--- src/rtl/imem_boot_loader_pkg.sv ---
// Shared types and constants for the instruction-memory boot loader.
package imem_boot_loader_pkg;

  localparam int unsigned IMEM_BYTES_PER_WORD = 4;
  localparam int unsigned WORD_W              = 32;

  typedef enum logic [2:0] {
    BOOT_IDLE,
    BOOT_RECV,
    BOOT_WRITE,
    BOOT_RELEASE,
    BOOT_RUN,
    BOOT_ERROR
  } boot_state_t;

  // Latched instruction word and its end-of-program marker.
  typedef struct packed {
    logic              last;
    logic [WORD_W-1:0] data;
  } boot_word_t;

  // Byte k of a word, MSB first: k=0 returns [31:24].
  function automatic logic [7:0] word_byte(input logic [WORD_W-1:0] word, input logic [1:0] k);
    logic [WORD_W-1:0] sh;
    sh = word >> (5'd24 - {k, 3'b000});
    return sh[7:0];
  endfunction

endpackage

--- src/rtl/boot_checksum.sv ---
// Running 32-bit modulo sum of loaded words, compared against a trailing checksum word.
// Present only when BOOT_CHECKSUM_EN is defined.
`ifdef BOOT_CHECKSUM_EN
module boot_checksum
  import imem_boot_loader_pkg::*;
(
  input  logic              clock,
  input  logic              reset,
  input  logic              clear,
  input  logic              add,
  input  logic [WORD_W-1:0] word,
  input  logic [WORD_W-1:0] check,
  output logic              match_c
);

  logic [WORD_W-1:0] sum_q;

  always_ff @(posedge clock) begin
    if (!reset) begin
      sum_q <= '0;
    end else if (clear) begin
      sum_q <= '0;
    end else if (add) begin
      sum_q <= sum_q + word;
    end
  end

  assign match_c = (sum_q == check);

endmodule
`endif

--- src/rtl/imem_boot_loader.sv ---
// Streams 32-bit words into byte-addressed instruction RAM (MSB byte first), then releases the core.
// Define BOOT_CHECKSUM_EN to require a trailing checksum word after the last program word.
module imem_boot_loader
  import imem_boot_loader_pkg::*;
#(
  parameter int unsigned IMEM_BYTES     = 1024,
  parameter int unsigned ADDR_W         = $clog2(IMEM_BYTES),
  parameter int unsigned RELEASE_CYCLES = 4
) (
  input  logic              clock,
  input  logic              reset,
  input  logic              start,
  input  logic              in_valid,
  output logic              in_ready,
  input  logic [31:0]       in_word,
  input  logic              in_last,
  output logic              imem_we,
  output logic [ADDR_W-1:0] imem_addr,
  output logic [7:0]        imem_wdata,
  output logic              core_reset,
  output logic              done,
  output logic              error,
  output logic [ADDR_W-2:0] words_loaded
);

  localparam int unsigned BASE_W = ADDR_W + 1;
  localparam int unsigned WL_W   = ADDR_W - 1;
  localparam int unsigned CNT_W  = (RELEASE_CYCLES > 1) ? $clog2(RELEASE_CYCLES) : 1;
  localparam logic [BASE_W-1:0] BASE_FULL = BASE_W'(IMEM_BYTES);
  localparam logic [CNT_W-1:0]  CNT_LOAD  = CNT_W'(RELEASE_CYCLES - 1);

  boot_state_t       state_q, state_n;
  logic [BASE_W-1:0] base_q, base_n;
  logic [1:0]        idx_q, idx_n;
  boot_word_t        pay_q, pay_n;
  logic [CNT_W-1:0]  cnt_q, cnt_n;
  logic [WL_W-1:0]   words_n;

  logic              in_ready_n, imem_we_n, core_reset_n, done_n, error_n;
  logic [ADDR_W-1:0] imem_addr_n;
  logic [7:0]        imem_wdata_n;

`ifdef BOOT_CHECKSUM_EN
  logic ck_phase_q, ck_phase_n;
  logic ck_clear, ck_add, ck_match_c;

  boot_checksum u_checksum (
    .clock   (clock),
    .reset   (reset),
    .clear   (ck_clear),
    .add     (ck_add),
    .word    (in_word),
    .check   (in_word),
    .match_c (ck_match_c)
  );
`endif

  // Next-state logic; registered outputs are decoded from the next state.
  always_comb begin
    state_n = state_q;
    base_n  = base_q;
    idx_n   = idx_q;
    pay_n   = pay_q;
    cnt_n   = cnt_q;
    words_n = words_loaded;
`ifdef BOOT_CHECKSUM_EN
    ck_phase_n = ck_phase_q;
    ck_clear   = 1'b0;
    ck_add     = 1'b0;
`endif

    unique case (state_q)
      BOOT_IDLE, BOOT_RUN, BOOT_ERROR: begin
        if (start) begin
          state_n = BOOT_RECV;
          base_n  = '0;
          words_n = '0;
`ifdef BOOT_CHECKSUM_EN
          ck_phase_n = 1'b0;
          ck_clear   = 1'b1;
`endif
        end
      end
      BOOT_RECV: begin
        if (in_valid) begin
`ifdef BOOT_CHECKSUM_EN
          if (ck_phase_q) begin
            ck_phase_n = 1'b0;
            state_n    = ck_match_c ? BOOT_RELEASE : BOOT_ERROR;
            cnt_n      = CNT_LOAD;
          end else
`endif
          if (base_q == BASE_FULL) begin
            state_n = BOOT_ERROR;
          end else begin
            pay_n.data = in_word;
            pay_n.last = in_last;
            idx_n      = 2'd0;
            state_n    = BOOT_WRITE;
`ifdef BOOT_CHECKSUM_EN
            ck_add = 1'b1;
`endif
          end
        end
      end
      BOOT_WRITE: begin
        idx_n = idx_q + 2'd1;
        if (idx_q == 2'd3) begin
          words_n = words_loaded + WL_W'(1);
          base_n  = base_q + BASE_W'(IMEM_BYTES_PER_WORD);
          if (pay_q.last) begin
`ifdef BOOT_CHECKSUM_EN
            state_n    = BOOT_RECV;
            ck_phase_n = 1'b1;
`else
            state_n = BOOT_RELEASE;
            cnt_n   = CNT_LOAD;
`endif
          end else begin
            state_n = BOOT_RECV;
          end
        end
      end
      BOOT_RELEASE: begin
        if (cnt_q == '0) begin
          state_n = BOOT_RUN;
        end else begin
          cnt_n = cnt_q - CNT_W'(1);
        end
      end
      default: state_n = BOOT_IDLE;
    endcase

    in_ready_n   = (state_n == BOOT_RECV);
    imem_we_n    = (state_n == BOOT_WRITE);
    imem_addr_n  = imem_we_n ? (base_n[ADDR_W-1:0] + ADDR_W'(idx_n)) : '0;
    imem_wdata_n = imem_we_n ? word_byte(pay_n.data, idx_n) : 8'h00;
    core_reset_n = (state_n != BOOT_RUN);
    done_n       = (state_n == BOOT_RUN);
    error_n      = (state_n == BOOT_ERROR);
  end

  // State and output registers.
  always_ff @(posedge clock) begin
    if (!reset) begin
      state_q      <= BOOT_IDLE;
      base_q       <= '0;
      idx_q        <= '0;
      pay_q        <= '0;
      cnt_q        <= '0;
      words_loaded <= '0;
      in_ready     <= 1'b0;
      imem_we      <= 1'b0;
      imem_addr    <= '0;
      imem_wdata   <= '0;
      core_reset   <= 1'b1;
      done         <= 1'b0;
      error        <= 1'b0;
`ifdef BOOT_CHECKSUM_EN
      ck_phase_q   <= 1'b0;
`endif
    end else begin
      state_q      <= state_n;
      base_q       <= base_n;
      idx_q        <= idx_n;
      pay_q        <= pay_n;
      cnt_q        <= cnt_n;
      words_loaded <= words_n;
      in_ready     <= in_ready_n;
      imem_we      <= imem_we_n;
      imem_addr    <= imem_addr_n;
      imem_wdata   <= imem_wdata_n;
      core_reset   <= core_reset_n;
      done         <= done_n;
      error        <= error_n;
`ifdef BOOT_CHECKSUM_EN
      ck_phase_q   <= ck_phase_n;
`endif
    end
  end

endmodule
--- config.mk ---
export PLATFORM = sky130hd
export DESIGN_NAME = imem_boot_loader
export DESIGN_NICKNAME = d
export VERILOG_FILES = /design/src/rtl/imem_boot_loader_pkg.sv /design/src/rtl/boot_checksum.sv /design/src/rtl/imem_boot_loader.sv
export SDC_FILE = /design/constraint.sdc
export NUM_CORES = 1
export LEC_CHECK = 0
export BUFFER_PORTS_ARGS = -buffer_cell sky130_fd_sc_hd__buf_2
export CAP_MARGIN = 20
export CORE_MARGIN = 2
export CORE_UTILIZATION = 50
export DETAILED_ROUTE_END_ITERATION = 10
export GPL_ROUTABILITY_DRIVEN = 0
export PLACE_DENSITY = 0.73
export REMOVE_ABC_BUFFERS = 1
export SYNTH_ARGS = -nofsm -noshare
export SYNTH_HDL_FRONTEND = slang
export SYNTH_SLANG_ARGS = --single-unit
--- constraint.sdc ---
create_clock -name clock -period 3.7 [get_ports clock]
set_input_delay 0.74 -clock clock [delete_from_list [all_inputs] [get_ports clock]]
set_output_delay 0.74 -clock clock [all_outputs]
set_load 0.02 [all_outputs]
==> impl_metrics.env <==
export IMPL_drt_iter0_markers=110
export IMPL_fin_crit_ns=3.257
export IMPL_ys_ff_latch=83
export IMPL_slew_headroom=0.4973
export IMPL_fin_crit_sh=0.8801
export IMPL_hold_violations=0
export IMPL_wl_met1_mm=3.631
export IMPL_antenna_found_initial=0
export IMPL_syn_area_um2=3906
export IMPL_clk_pin_slew_ns=0.08
export IMPL_critPathMaxFanout=15
export IMPL_post_dp_cell_area_um2=4295
export IMPL_cts_resized=0
export IMPL_grt_usage=0.2033
export IMPL_die_area_um2=8536
export IMPL_dr_wl_met3_um=339
export IMPL_min_delay_worst_endpoint="pay_q[11]$_SDFF_PN0_"
export IMPL_core_region_area_um2=7647
export IMPL_tritoncts="done"
export IMPL_vdd_drop_max_uv=228.5
export IMPL_dp_hpwl_mm=5.736
export IMPL_postSynthCellCount=425
export IMPL_first_global_vias=3097
export IMPL_syn_avg_cell_area_um2=9.191
export IMPL_synth_area_leaders="dfxtp_1 43%, nand2_1 8.0%, a21boi_0 6.7%"
export IMPL_clkLatencyLatePin_ns=0.36
export IMPL_drive_above_1_share=0.2150
export IMPL_post_cts_buffers=0
export IMPL_via_count=3165
export IMPL_synth_top_area_cell="dfxtp_1"
export IMPL_hold_class="flop to flop"
export IMPL_rows=32
export IMPL_ys_seq_area_frac=0.4254
export IMPL_routed_wl_mm=8.088
export IMPL_fmax_ghz=0.3071
export IMPL_n_antenna_cell=0
export IMPL_powerDensity_nw_per_um2=401.6
export IMPL_worstPathRequired_ns=3.99
export IMPL_cts_hold_buf=0
export IMPL_stdcell_area_um2=4512
export IMPL_synth_top_area_share=0.4254
export IMPL_end_kind="flop"
export IMPL_yosys_warnings=0
export IMPL_reg2regPathDepth=9
export IMPL_skew_ns=0.008332
export IMPL_wl_met2_mm=3.947
export IMPL_drc_errors=0
export IMPL_start_kind="flop"
export IMPL_worstMarginPinSlew_ns=0.7541
export IMPL_portBuffers=68
export IMPL_holdPathStages=2
export IMPL_dp_slack_ns=0.5114
export IMPL_start_util=0.5108
export IMPL_arrival_ns=3.54
export IMPL_grt_pass1_wl_mm=13.90
export IMPL_power_w=0.001812
export IMPL_r2r_start="state_q[1]$_SDFF_PN0_"
export IMPL_ys_async_sr_fraction=0
export IMPL_fp_dieH_um=92.39
export IMPL_grt_start_max_net_pins=35
export IMPL_die_w_um=92.39
export IMPL_wl_per_cell_um=13.59
export IMPL_final_max_slew_violation_count=0
export IMPL_cts_buffers=9
export IMPL_r2r_slack_ns=0.44
export IMPL_p_leak_nw=1.749
export IMPL_viasPerCell=5.319
export IMPL_synthFlopType="dfxtp_1"
export IMPL_setup_violations_final=0
export IMPL_grt_remaining_overflow=0
export IMPL_cts_root_buf="clkbuf_8"
export IMPL_syn_to_final_growth_pct=15.50
export IMPL_tns_ns=0
export IMPL_tritoncts_num_sinks=83
export IMPL_path_class="flop to flop"
export IMPL_cts_max_level=3
export IMPL_maxUsedRoutingLayer="met4"
export IMPL_max_cap_violations=0
export IMPL_final_nets=533
export IMPL_synth_edf_count=0
export IMPL_timing_final_ws_setup_ns=0.4435
export IMPL_grt_setup_unrepaired="no"
export IMPL_timing_rr_end="imem_addr[8]$_SDFF_PN0_"
export IMPL_ios=69
export IMPL_hold_start="pay_q[11]$_SDFF_PN0_"
export IMPL_dr_pass1_iters=4
export IMPL_yosysUniqueCellTypes=64
export IMPL_postRouteAntennaNets=0
export IMPL_cts_buffer_depth=2
export IMPL_status="completed"
-- registers in the layout, summed over array words and instances (netlist names) --
| register | cells |
|---|---|
| pay_q | 33 |
| base_q | 11 |
| imem_addr | 10 |
| words_loaded | 9 |
| imem_wdata | 8 |
| state_q | 3 |
| cnt_q | 2 |
| idx_q | 2 |
| core_reset | 1 |
| done | 1 |
| error | 1 |
| imem_we | 1 |
| in_ready | 1 |
-- logic make-up (layout without fill, tap and decap cells) --
| logic type | count (synthesis) | in the layout | synth area share |
|---|---|---|---|
| DFF | 83 | 83 | 0.4254 |
| and+or+nand+nor | 183 | 183 | 0.2454 |
| buffers and inverters | 35 | 103 | 0.04420 |
| AOI/OAI and AO/OA | 85 | 85 | 0.1771 |
| xor gates and xnor gates | 12 | 12 | 0.03171 |
| muxes | 19 | 19 | 0.04869 |
| adders and majority gates | 8 | 8 | 0.02755 |
-- area by class of cell --
cell class,instances,area (um^2)
fillers,696,3136
multi-input cells,307,2072
flip-flops and latches,83,1662
repair buffers,74,385.4
well taps,102,127.6
clock buffers,9,123.9
clock inverters,7,92.59
inverters,13,48.80
-- routing by layer --
layer,up-vias,global-route usage
met3,16,0.03173
met5,-,0
met4,0,0.08582
met2,77,0.3540
met1,1487,0.2490
li1,1585,-
-- placed cells by master, fill, tap and decap left out, types with 3 or more instances in the layout --
| master | instances |
|---|---|
| nand2_1 | 83 |
| dfxtp_1 | 83 |
| buf_2 | 68 |
| a21boi_0 | 35 |
| nor2_1 | 27 |
| mux2i_1 | 19 |
| and2_1 | 15 |
| inv_1 | 13 |
| nand3_1 | 9 |
| o21ai_0 | 9 |
| clkbuf_8 | 9 |
| a21oi_1 | 8 |
| o221a_1 | 8 |
| ha_1 | 7 |
| nand2b_1 | 6 |
| nand4_1 | 6 |
| xor2_1 | 6 |
| buf_4 | 6 |
| nor2b_1 | 5 |
| xnor2_1 | 5 |
| and3_1 | 5 |
| o21ai_1 | 3 |
| and4_1 | 3 |
| or3_1 | 3 |
| clkinv_2 | 3 |
-- synthesized netlist by cell type (all sizes together), types with 2 or more instances --
master	count
a21o	2
or2	3
a22o	2
and3	5
clkbuf	13
a31oi	4
and4	3
xnor2	6
o31ai	2
nand4	6
ha	7
a221oi	2
nand3	9
buf	9
nand3b	2
nand4bb	2
o21ai	12
xor2	6
o221a	8
inv	13
a21boi	35
or3	3
nand2	84
nor2	27
nor4b	2
mux2i	19
a21oi	9
and2	15
nor2b	6
dfxtp	83
nand2b	6
nor3b	3
-- per-stage QoR --
step | hold slack (ns) | std cells | util
floorplan | 0.4315 | 403 | -
global placement | 0.4461 | 579 | 0.5617
detailed placement | 0.4561 | 579 | 0.5617
CTS | 0.4680 | 595 | 0.5900
global route | 0.4873 | 595 | 0.5900
finish | 0.4642 | 595 | 0.5900
-- worst max-delay path, cell delays in order, from the launching register on --
cell and delay (ns):
dfxtp_1 0.62, or3b_1 0.60, o21ai_0 0.33, ha_1 0.22
inv_1 0.06, fa_1 0.44, a221oi_4 0.30, nand3_1 0.13
or3_1 0.35, a21oi_1 0.13
-- power breakdown --
| part | leakage [nW] | internal, W | switching (W) |
|---|---|---|---|
| combinational | 0.965 | 0.0000744 | 0.000100 |
| clock | 0.113 | 0.000379 | 0.000330 |
| sequential | 0.671 | 0.000915 | 0.0000148 |
-- worst max path at each step --
stage | to | depth (start not counted) | slack [ns] | startpoint
5_1_grt | imem_addr[8]$_SDFF_PN0_ | 9 | 0.18 | state_q[1]$_SDFF_PN0_
6_report | imem_addr[8]$_SDFF_PN0_ | 9 | 0.44 | state_q[1]$_SDFF_PN0_
2_1_floorplan | imem_addr[9]$_SDFF_PN0_ | 10 | 0.16 | in_valid
3_3_place_gp | imem_addr[8]$_SDFF_PN0_ | 9 | 0.62 | state_q[1]$_SDFF_PN0_
4_1_cts | imem_addr[8]$_SDFF_PN0_ | 9 | 0.48 | state_q[1]$_SDFF_PN0_
3_5_place_dp | imem_addr[8]$_SDFF_PN0_ | 9 | 0.51 | state_q[1]$_SDFF_PN0_
No activity file was read; power rests on OpenSTA's default activity.
